File: config.mk
export PLATFORM = sky130hd
export DESIGN_NAME = fp32_div_seq_flat
export DESIGN_NICKNAME = d
export VERILOG_FILES = /design/src/rtl/fp32_div_seq_if.sv /design/src/rtl/fp32_div_seq.sv /design/src/flat_wrapper.sv
export SDC_FILE = /design/constraint.sdc
export NUM_CORES = 1
export LEC_CHECK = 0
export ABC_CLOCK_PERIOD_IN_PS = 13200
export CAP_MARGIN = 20
export CORE_AREA = 5 5 195 197
export CTS_CLUSTER_DIAMETER = 100
export DETAILED_ROUTE_END_ITERATION = 16
export DIE_AREA = 0 0 200 202
export GPL_ROUTABILITY_DRIVEN = 0
export HOLD_SLACK_MARGIN = 0.02
export SLEW_MARGIN = 20
export SYNTH_ARGS = -nofsm -noshare
export SYNTH_HDL_FRONTEND = slang
export SYNTH_SLANG_ARGS = --single-unit
File: constraint.sdc
create_clock -name clk -period 13.2 [get_ports clk]
set_clock_uncertainty 0.15 [all_clocks]
set_input_delay 1.98 -clock clk [delete_from_list [all_inputs] [get_ports clk]]
set_output_delay 1.98 -clock clk [all_outputs]
set_load 0.05 [all_outputs]
File: src/rtl/fp32_div_seq_if.sv
// Handshake and operand/result bundle for the sequential FP32 divider.
// The issuing side uses the master modport; the divider uses the slave modport.
interface fp32_div_seq_if;
   logic        start;
   logic [31:0] data1;
   logic [31:0] data2;
   logic        busy;
   logic        done;
   logic [31:0] result;
   logic        dz;
   logic        nv;

   modport master (output start, data1, data2, input busy, done, result, dz, nv);
   modport slave  (input start, data1, data2, output busy, done, result, dz, nv);
endinterface

File: src/rtl/fp32_div_seq.sv
// Iterative IEEE-754 single-precision divider: radix-2 restoring mantissa loop,
// round-to-nearest-even, subnormals flushed to zero on input and output.
module fp32_div_seq (
   input logic           clk,
   input logic           rst,
   fp32_div_seq_if.slave bus
);
   localparam logic [1:0] IDLE  = 2'd0;
   localparam logic [1:0] ITER  = 2'd1;
   localparam logic [1:0] ROUND = 2'd2;
   localparam logic [1:0] FIN   = 2'd3;

   logic [1:0]        state;
   logic [4:0]        cnt;
   logic              sgn;
   logic signed [9:0] exp_b;
   logic [23:0]       mb;
   logic [24:0]       rem;
   logic [25:0]       q;
   logic [31:0]       res_r;
   logic              dz_r;
   logic              nv_r;

   logic [7:0]  e1, e2;
   logic [22:0] f1, f2;
   logic        nan1, nan2, inf1, inf2, zero1, zero2, s_in;
   logic        spec, spec_dz, spec_nv;
   logic [31:0] spec_res;

   assign e1    = bus.data1[30:23];
   assign e2    = bus.data2[30:23];
   assign f1    = bus.data1[22:0];
   assign f2    = bus.data2[22:0];
   assign nan1  = (e1 == 8'hFF) && (f1 != '0);
   assign nan2  = (e2 == 8'hFF) && (f2 != '0);
   assign inf1  = (e1 == 8'hFF) && (f1 == '0);
   assign inf2  = (e2 == 8'hFF) && (f2 == '0);
   assign zero1 = (e1 == '0);
   assign zero2 = (e2 == '0);
   assign s_in  = bus.data1[31] ^ bus.data2[31];

   // Priority order matters: inf/0 is plain infinity, not divide-by-zero.
   always_comb begin
      spec     = 1'b1;
      spec_res = '0;
      spec_dz  = 1'b0;
      spec_nv  = 1'b0;
      if (nan1)
         spec_res = {bus.data1[31:23], 1'b1, bus.data1[21:0]};
      else if (nan2)
         spec_res = {bus.data2[31:23], 1'b1, bus.data2[21:0]};
      else if ((zero1 && zero2) || (inf1 && inf2)) begin
         spec_res = 32'h7FC0_0000;
         spec_nv  = 1'b1;
      end else if (inf1)
         spec_res = {s_in, 8'hFF, 23'd0};
      else if (zero2) begin
         spec_res = {s_in, 8'hFF, 23'd0};
         spec_dz  = 1'b1;
      end else if (inf2 || zero1)
         spec_res = {s_in, 31'd0};
      else
         spec = 1'b0;
   end

   logic [23:0]       mant;
   logic              guard, sticky;
   logic signed [9:0] exp_n, exp_f;
   logic [24:0]       mant_r;
   logic [31:0]       packed_res;

   always_comb begin
      if (q[25]) begin
         mant   = q[25:2];
         guard  = q[1];
         sticky = q[0] | (rem != '0);
         exp_n  = exp_b;
      end else begin
         mant   = q[24:1];
         guard  = q[0];
         sticky = (rem != '0);
         exp_n  = exp_b - 10'sd1;
      end
      mant_r = {1'b0, mant} + {24'd0, guard & (sticky | mant[0])};
      // A rounding carry leaves mant_r[22:0] zero, i.e. mantissa 1.0.
      exp_f  = mant_r[24] ? exp_n + 10'sd1 : exp_n;
      if (exp_f >= 10'sd255)
         packed_res = {sgn, 8'hFF, 23'd0};
      else if (exp_f <= 10'sd0)
         packed_res = {sgn, 31'd0};
      else
         packed_res = {sgn, exp_f[7:0], mant_r[22:0]};
   end

   always_ff @(posedge clk or posedge rst) begin
      if (rst) begin
         state      <= IDLE;
         cnt        <= '0;
         sgn        <= 1'b0;
         exp_b      <= '0;
         mb         <= '0;
         rem        <= '0;
         q          <= '0;
         res_r      <= '0;
         dz_r       <= 1'b0;
         nv_r       <= 1'b0;
         bus.busy   <= 1'b0;
         bus.done   <= 1'b0;
         bus.result <= '0;
         bus.dz     <= 1'b0;
         bus.nv     <= 1'b0;
      end else begin
         bus.done <= 1'b0;
         case (state)
            IDLE: begin
               if (bus.start) begin
                  bus.busy <= 1'b1;
                  bus.dz   <= 1'b0;
                  bus.nv   <= 1'b0;
                  sgn      <= s_in;
                  exp_b    <= $signed({2'b00, e1}) - $signed({2'b00, e2}) + 10'sd127;
                  mb       <= {1'b1, f2};
                  rem      <= {2'b01, f1};
                  q        <= '0;
                  cnt      <= '0;
                  res_r    <= spec_res;
                  dz_r     <= spec_dz;
                  nv_r     <= spec_nv;
                  state    <= spec ? FIN : ITER;
               end
            end
            ITER: begin
               if (rem >= {1'b0, mb}) begin
                  rem <= (rem - {1'b0, mb}) << 1;
                  q   <= {q[24:0], 1'b1};
               end else begin
                  rem <= rem << 1;
                  q   <= {q[24:0], 1'b0};
               end
               cnt <= cnt + 5'd1;
               if (cnt == 5'd25)
                  state <= ROUND;
            end
            ROUND: begin
               res_r <= packed_res;
               state <= FIN;
            end
            default: begin
               bus.done   <= 1'b1;
               bus.busy   <= 1'b0;
               bus.result <= res_r;
               bus.dz     <= dz_r;
               bus.nv     <= nv_r;
               state      <= IDLE;
            end
         endcase
      end
   end
endmodule

File: src/flat_wrapper.sv
// flat-port wrapper written by rule: the top's interface ports become plain ports
module fp32_div_seq_flat 
  (clk, rst, bus_start, bus_data1, bus_data2, bus_busy, bus_done, bus_result, bus_dz, bus_nv);
  fp32_div_seq_if bus_i ();
  input logic clk;
  input logic rst;
  input wire logic [$bits(bus_i.start)-1:0] bus_start;
  input wire logic [$bits(bus_i.data1)-1:0] bus_data1;
  input wire logic [$bits(bus_i.data2)-1:0] bus_data2;
  output wire logic [$bits(bus_i.busy)-1:0] bus_busy;
  output wire logic [$bits(bus_i.done)-1:0] bus_done;
  output wire logic [$bits(bus_i.result)-1:0] bus_result;
  output wire logic [$bits(bus_i.dz)-1:0] bus_dz;
  output wire logic [$bits(bus_i.nv)-1:0] bus_nv;
  assign bus_i.start = bus_start;
  assign bus_i.data1 = bus_data1;
  assign bus_i.data2 = bus_data2;
  assign bus_busy = bus_i.busy;
  assign bus_done = bus_i.done;
  assign bus_result = bus_i.result;
  assign bus_dz = bus_i.dz;
  assign bus_nv = bus_i.nv;
  fp32_div_seq u_core (.clk(clk), .rst(rst), .bus(bus_i));
endmodule
Word level (Yosys, flattened, before mapping)
Cells that the tools add are included.
Word-level totals
  bits in registers: 163
  latch bits: 0
  memory bits (writable): 0
  ROM bits: 0
  input port bits: 67
  word-level logic and storage cells: 109
  memories: 0
Cells by class
  add/sub/neg operators: 7
  $mul: 0
  divide/modulo/power cells: 0
  magnitude comparators: 3
  eq/ne operators: 7
  shift-type cells: 0
  muxes and demuxes: 47
  bitwise operators: 5
  reductions and logical operators: 25
Operators with widths (number)
  $mux W32: 7
  $pmux W32 S2: 1
  $mux W31: 2
  $pmux W26 S2: 1
  $mux W25: 2
  $pmux W25 S2: 1
  $logic_not A23 Y1: 2
  $reduce_bool A23 Y1: 2
  $mux W26: 1
  $add A24 B1 Y25: 1
  $ge A25 B24 Y1: 1
  $reduce_bool A25 Y1: 1
  $mux W24: 1
  $sub A24 B24 Y24: 1
  $mux W1: 20
  $mux W10: 2
  $eq A8 B8 Y1 const B: 2
  $logic_not A8 Y1: 2
  $add A10 B2 Y10 const B: 1
  $add A10 B8 Y10 const B: 1
  $ge A10 B9 Y1 const B: 1
  $le A10 B1 Y1 const B: 1
  $pmux W5 S2: 1
  $reduce_and A2 Y1: 5
  other kinds (22): 34

Logic depth before layout (Yosys ltp)
Gate-level depths: netlist (run 1).
  depth after elaboration: 12
  depth in mapped cells: 21
  mapped depth without buffers: 14

Worst setup path before layout (run 1)
Ideal clock, no wire load.
  path kind: register to register
  from: register u_core.q[25]
  to: register u_core.res_r[12]
  setup time: 148 ps
  arrival: 4606 ps
  required time: 12902 ps
  setup slack: 8296 ps
  cell stages (with the launch flop): 21
  buffers on the path: 8
  path through: dfrtp_1 > buf_6 > buf_6 > clkbuf_1 > clkbuf_1 > clkbuf_1 > clkbuf_1 > nand2_1 > a21boi_0 > ha_1 > nand4_1 > nor4_2 > and4_1 > clkbuf_1 > nand4_1 > xnor2_1 > nand2_1 > or4b_4 > nand4_4 > buf_8 > o221ai_2
Between the ends
  word-level cells in the longest chain between the ends: 9
  elaborated cells on any way between the ends: 14
  those cells by class: add/sub: 2; order compare: 2; mux: 8; bitwise: 2
Ends and longest elaborated chain
  from (decl): RTL line fp32_div_seq.sv:19  | logic [25:0] q;
  from (signal assigned): RTL line fp32_div_seq.sv:135  | q <= {q[24:0], 1'b1};
  from (signal assigned): RTL line fp32_div_seq.sv:138  | q <= {q[24:0], 1'b0};
  $mux W1 / $mux W24 (equally long branches): RTL line fp32_div_seq.sv:73  | if (q[25]) begin
  $or A1 B1 Y1: RTL line fp32_div_seq.sv:84  | mant_r = {1'b0, mant} + {24'd0, guard & (sticky | mant[0])};
  $and A1 B1 Y1: RTL line fp32_div_seq.sv:84
  $add A24 B1 Y25: RTL line fp32_div_seq.sv:84
  $mux W10: RTL line fp32_div_seq.sv:86  | exp_f = mant_r[24] ? exp_n + 10'sd1 : exp_n;
  $le A10 B1 Y1: RTL line fp32_div_seq.sv:89  | else if (exp_f <= 10'sd0)
  $mux W31: RTL line fp32_div_seq.sv:89
  $mux W31 *: RTL line fp32_div_seq.sv:87  | if (exp_f >= 10'sd255)
  $pmux W32 S2 *: RTL line fp32_div_seq.sv:114  | case (state)
  to (signal assigned): RTL line fp32_div_seq.sv:126  | res_r <= spec_res;
  to (signal assigned): RTL line fp32_div_seq.sv:145  | res_r <= packed_res;
  to (decl): RTL line fp32_div_seq.sv:20  | logic [31:0] res_r;
Every way passes the cells marked *; elsewhere a longest branch is shown, timed or not.
A chain may end at the register's enable or synchronous reset.

Final worst setup path (run 1)
  from: input port bus_start
  to: register u_core.res_r[28]
Between the ends
  word-level cells in the longest chain between the ends: 2
Ends and longest elaborated chain
  from (decl): RTL line flat_wrapper.sv:7  | input wire logic [$bits(bus_i.start)-1:0] bus_start;
  $ne A2 B2 Y1 (no source line)
  $reduce_and A2 Y1 (no source line)
No other way between the ends.

==> results.py, run 1 <==
metrics = {
    "run_status": {
        "outcome": "complete, no violations",
    },
    "clock_network": {
        "hold_buffers": 0,
        "clockBufferDepth": 2,
        "path_clk_slew_ns": 0.07,
        "clockRootBuffer": "clkbuf_16",
        "cts_made_buffers": 17,
        "insertion_delay_ns": 0.43,
        "cts_tree": "built",
        "h-tree-depth": 4,
        "cts_setup_buffers": 0,
        "ctsResizeCount": 0,
        "clkSinkCount": 163,
    },
    "global_route": {
        "grt_pass1_vias": 8970,
        "grt_usage": 0.162,
        "grt_pass1_wl_um": 51900,
        "grt_max_degree": 90,
        "antenna_found_initial": 0,
        "gr-total-overflow": 0,
    },
    "critical_path": {
        "crit_required_ns": 13.39,
        "critPathLaunchType": "input pin",
        "reg2reg_to": "u_core.res_r[5]",
        "worstSetupPathType": "in2reg",
        "cp-end-kind": "flip-flop",
        "regToRegSetupSlack_ns": 8.55,
        "crit_fanout": 57,
        "arrival_ns": 5.09,
        "rr_startpoint": "u_core.q[25]",
        "rr_worst_depth": 12,
    },
    "finish": {
        "layout.cells.non_filler": 1711,
        "fill_cells": 3716,
        "final_area_um2": 12700,
        "drive_gt1_frac": 0.112,
        "multi_input_area_um2": 6040,
        "fin_nets": 1341,
        "antennaDiodeCount": 0,
        "syn2layout_area_growth_pct": 19.2,
        "regArea_um2": 4080,
    },
    "logic_synthesis": {
        "yosysSeqAreaShare": 0.384,
        "synth.distinct_cells": 73,
        "synth_flop_cell": "dfrtp_1",
        "synth_area_um2": 10600,
        "yosysMostFrequentCell": "dfrtp_1",
        "async_flop_share": 1.00,
        "synthTopCellsByArea": "dfrtp_1 38%, mux2_2 6.5%, ha_1 4.9%",
        "yosys.area.top_type": "dfrtp_1",
        "syn_inst": 1164,
        "syn_avg_cell_area_um2": 9.13,
        "synth_warnings": 0,
        "synthDominantCellAreaShare": 0.384,
        "synth_commonest_cells": "163 x dfrtp_1, 113 x nand2_1, 82 x nor2_1",
        "synth_edf_count": 0,
        "ys_ff_latch": 163,
        "syn_nets": 1275,
    },
    "hold_path": {
        "whs_path_depth": 2,
        "hold_path.class": "reg2reg",
        "worstHoldEndpoint": "u_core.mb[23]",
        "min-delay-start": "u_core.mb[23]",
    },
    "timing": {
        "period_share": 0.371,
        "layout_setup_ws_ns": 8.30,
        "slew-limit-headroom": 0.259,
        "setup_viol": 0,
        "hold_viol": 0,
        "tns_ns": 0,
        "finalMaxSlewViolations": 0,
        "tightest_slew_ns": 1.11,
        "rsz0062_at_grt": "false",
        "period_needed_ns": 4.90,
        "max_clock_freq_mhz": 204,
    },
    "power_and_ir_drop": {
        "seqPwrFrac": 0.271,
        "p_total_mw": 3.22,
        "p_comb_frac": 0.571,
        "ir_worst_vdd_mv": 0.122,
        "intPower_mw": 1.71,
        "sw_frac_of_total": 0.468,
        "p_per_area_nw_per_um2": 254,
        "pwr-share-clk": 0.158,
        "leakagePower_nw": 5.13,
        "p_switching_mw": 1.51,
    },
    "route": {
        "drt_iter0_markers": 753,
        "antenna_left": 0,
        "wirelength_um": 32800,
        "route.vias.total": 9277,
        "via_per_inst": 5.42,
        "routedWlPerCell_um": 19.2,
        "first_pass_iters": 6,
        "drc": 0,
    },
    "floorplanning": {
        "dieArea_um2": 40400,
        "start_util": 0.294,
        "die_x_um": 200,
        "die_h_um": 202,
        "rows": 70,
        "pin_count": 103,
        "coreArea_um2": 36100,
    },
    "run": {
        "cap_viol_max_count": 0,
    },
    "placement": {
        "dpl-instance-area_um2": 12100,
        "hpwl_um": 24700,
        "portBuffers": 102,
        "place_ws_ns": 7.87,
        "dp.cells": 1679,
    },
}
-- flip-flops by register name, summed over array words and instances, names as in the netlist --
name               count
u_core.bus.result     32
u_core.res_r          32
u_core.q              26
u_core.rem            25
u_core.mb             24
u_core.exp_b          10
u_core.cnt             5
u_core.state           2
u_core.bus.busy        1
u_core.bus.done        1
u_core.bus.dz          1
u_core.bus.nv          1
u_core.dz_r            1
u_core.nv_r            1
u_core.sgn             1
-- stage by stage --
step                hold WS [ns]  utilization
finish                     0.294        0.351
global route               0.318        0.351
CTS                        0.298        0.351
detailed placement         0.282        0.334
global placement           0.277        0.334
floorplan                  0.268            -
-- how the worst max path moves through the flow --
| stage | start | end | slack [ns] | cells past startpoint |
|---|---|---|---|---|
| floorplan | rst | u_core.bus.busy | 6.67 | 1 |
| global placement | bus_start | u_core.res_r[28] | 7.91 | 7 |
| detailed placement | bus_start | u_core.res_r[30] | 7.87 | 7 |
| CTS | bus_start | u_core.res_r[30] | 8.30 | 7 |
| global route | u_core.q[25] | u_core.res_r[5] | 8.08 | 12 |
| finish | bus_start | u_core.res_r[28] | 8.30 | 7 |
-- area by class of cell --
type / count / share of cell area
multi-input combinational: 867 / 0.477
inverter: 68 / 0.0205
tap: 468 / 0.0462
clock buffer: 21 / 0.0371
sequential: 163 / 0.322
clock inverter: 11 / 0.0101
timing repair buffer: 113 / 0.0871
-- worst max-delay path, stage by stage --
cell             delay (ns)
clkdlybuf4s50_1        0.74
nand2_2                0.18
buf_4                  0.54
o21a_1                 0.93
nor2_1                 0.22
and2_1                 0.25
a211oi_1               0.23
-- routing by layer --
layer	track usage	share of wire	vias to the layer above
li1	-	-	4364
met1	0.237	0.46	4502
met2	0.241	0.44	378
met3	0.0402	0.084	33
met4	0.0347	0.014	0
met5	0	0	-
-- cells in the final DEF (no fill, tap or decap), types with 11 or more instances in the layout --
master / Yosys / final
o31ai_1: 14 / 14
nand3_1: 28 / 28
clkbuf_16: 0 / 17
xnor2_1: 43 / 43
o221ai_2: 14 / 14
dfrtp_1: 163 / 162
mux2_2: 61 / 61
inv_1: 67 / 66
a21oi_1: 80 / 80
nor2_1: 82 / 80
nand2b_1: 11 / 11
o21ai_0: 71 / 70
clkdlybuf4s50_1: 0 / 102
mux2i_1: 28 / 28
ha_1: 42 / 41
nor4_1: 25 / 25
o22ai_1: 17 / 17
buf_4: 0 / 11
nor3_1: 12 / 12
a22oi_1: 23 / 23
nand4_1: 14 / 14
a22o_1: 18 / 18
nand2_1: 113 / 112
xor2_1: 24 / 24
-- power by group through the flow --
| stage | sequential [mW] | combinational [mW] | clock, mW |
|---|---|---|---|
| CTS | 0.868 | 1.83 | 0.520 |
| global route | 0.896 | 2.03 | 0.541 |
| global placement | 0.871 | 1.80 | 0 |
| finish | 0.872 | 1.84 | 0.510 |
| detailed placement | 0.876 | 1.82 | 0 |
| floorplan | 0.887 | 1.34 | 0 |
-- logic make-up (layout without fill, tap and decap cells) --
family	after synthesis	count (layout)	synth area share
AOI/OAI and AO/OA	320	320	0.203
xor gates and xnor gates	68	68	0.0568
adders and majority gates	44	44	0.0532
buffers and inverters	134	213	0.0512
DFF	163	163	0.384
muxes	89	89	0.0910
and+or+nand+nor	346	346	0.161
Note: power is estimated with default switching activity, not from simulation.
==> run 2: changes to the inputs <==
Settings changed: ABC_CLOCK_PERIOD_IN_PS 13200 to 4200.
Clock period 13.2 ns to 4.2 ns, I/O delays scaled along.
==> results.py, run 2 (synthesized netlist as in run 1, its figures left out) <==
metrics = {
    "global_route": {
        "gr-total-overflow": 0,
        "grt_max_degree": 164,
        "grt_pass1_vias": 8845,
        "antenna_found_initial": 0,
        "grt_pass1_wl_um": 50600,
        "grt_usage": 0.157,
    },
    "finish": {
        "antennaDiodeCount": 0,
        "fin_util": 0.358,
        "fin_nets": 1361,
        "reg_top3": "u_core.bus.result x32, u_core.res_r x32, u_core.q x26",
        "layout_common_cells": "162 x dfrtp_1, 112 x nand2_1, 102 x clkdlybuf4s50_1",
        "final_area_um2": 12900,
        "syn2layout_area_growth_pct": 21.5,
        "final_common_cell": "dfrtp_1",
        "drive_gt1_frac": 0.129,
    },
    "floorplanning": {
        "rows": 70,
        "start_util": 0.294,
        "dieArea_um2": 40400,
        "die_x_um": 200,
        "pin_count": 103,
        "coreArea_um2": 36100,
        "die_h_um": 202,
    },
    "timing": {
        "period_share": 0.949,
        "slew-limit-headroom": 0.277,
        "max_clock_freq_mhz": 251,
        "setup_viol": 0,
        "period_needed_ns": 3.99,
        "finalMaxSlewViolations": 0,
        "hold_slack_ns": 0.304,
        "tightest_slew_ns": 1.08,
        "hold_viol": 0,
    },
    "placement": {
        "hpwl_um": 24200,
        "dpl-instance-area_um2": 12200,
        "portBuffers": 102,
    },
    "clock_network": {
        "clockBufferDepth": 2,
        "cts_tree": "built",
        "cts_made_buffers": 17,
        "path_clk_slew_ns": 0.07,
        "clockRootBuffer": "clkbuf_16",
        "insertion_delay_ns": 0.44,
        "h-tree-depth": 4,
        "clkSinkCount": 163,
    },
    "power_and_ir_drop": {
        "leakagePower_nw": 5.27,
        "p_per_area_nw_per_um2": 808,
        "ir_worst_vdd_mv": 0.374,
    },
    "route": {
        "antenna_left": 0,
        "via_per_inst": 5.36,
        "first_pass_iters": 7,
        "drc": 0,
        "routedWlPerCell_um": 18.7,
        "drt_iter0_markers": 899,
        "wirelength_um": 32300,
        "route.vias.total": 9279,
    },
    "critical_path": {
        "crit_required_ns": 4.40,
        "cp-end-kind": "flip-flop",
        "arrival_ns": 4.19,
        "critPathLaunchType": "flip-flop",
        "crit_fanout": 12,
        "worstSetupPathType": "reg2reg",
    },
    "hold_path": {
        "hold_path.class": "reg2reg",
    },
    "run_status": {
        "outcome": "complete, no violations",
    },
    "run": {
        "cap_viol_max_count": 0,
    },
}
run 2: cell types whose count changed in the layout (fill, tap and decap cells not counted), sizes merged:
cell,change
buf,+19
clkinvlp,-2
clkinv,+1
bufinv,+2
inv,-1
nand4,+1
run 2: where the power goes:
| group | switching (mW) | total [mW] | internal (mW) |
|---|---|---|---|
| clock | 0.683 | 1.75 | 1.06 |
| combinational | 3.54 | 5.99 | 2.45 |
| sequential | 0.579 | 2.70 | 2.12 |
| total | 4.80 | 10.4 | 5.63 |
run 2: what timing repair did:
action                     CTS  global route
hold buffers                 0             0
gates resized for setup      0             3
setup endpoints to repair    0            23
setup buffers                0             2
run 2: final cells by class:
cell class / count / area, um^2
Clock inverter: 11 / 174
Sequential cell: 163 / 4080
Clock buffer: 21 / 480
Fill cell: 3684 / 23200
Timing Repair Buffer: 132 / 1260
Inverter: 68 / 259
Multi-Input combinational cell: 868 / 6070
Tap cell: 468 / 586
run 2: critical path: stages, from the launching register on:
cell and delay (ns):
dfrtp_1 0.51, inv_1 0.10, ha_1 0.25, nand2b_1 0.17
or4_1 0.50, or3_1 0.38, xor2_1 0.32, nor2_1 0.11
xnor2_1 0.20, and2_1 0.46, nand4_4 0.41, o31ai_1 0.33
run 2: path summary, 6_finish.rpt:
path	slack [ns]	cells after the start	to	startpoint
worst max register to register	0.21	11	u_core.res_r[13]	u_core.exp_b[0]
worst min register to register	0.30	2	u_core.mb[23]	u_core.mb[23]
worst max-delay path	0.21	11	u_core.res_r[13]	u_core.exp_b[0]
min in group asynchronous	0.63	3	u_core.bus.result[28]	rst
worst min-delay path	0.30	2	u_core.mb[23]	u_core.mb[23]
max in group asynchronous	2.55	3	u_core.q[25]	rst
run 2: metrics by stage:
stage	setup slack [ns]	power (mW)	setup TNS, ns	std cells
4_1_cts	0.170	10.4	0	1728
5_1_grt	-0.0189	11.2	-0.0323	1731
3_5_place_dp	0.174	8.58	0	1696
2_1_floorplan	0.0132	7.02	0	1164
6_report	0.214	10.4	0	1731
3_3_place_gp	0.324	8.49	0	1696
run 2: layer usage:
layer,share of wire,vias to the layer above,track usage
li1,-,4393,-
met1,0.47,4478,0.236
met2,0.44,372,0.235
met3,0.076,36,0.0255
met4,0.015,0,0.0376
met5,0,-,0
==> run 3: changes to the inputs <==
Settings changed: CTS_CLUSTER_DIAMETER 100 to unset.
==> results of run 3 <==
Same layout as run 2: the final DEF is identical, and so are final timing and power.
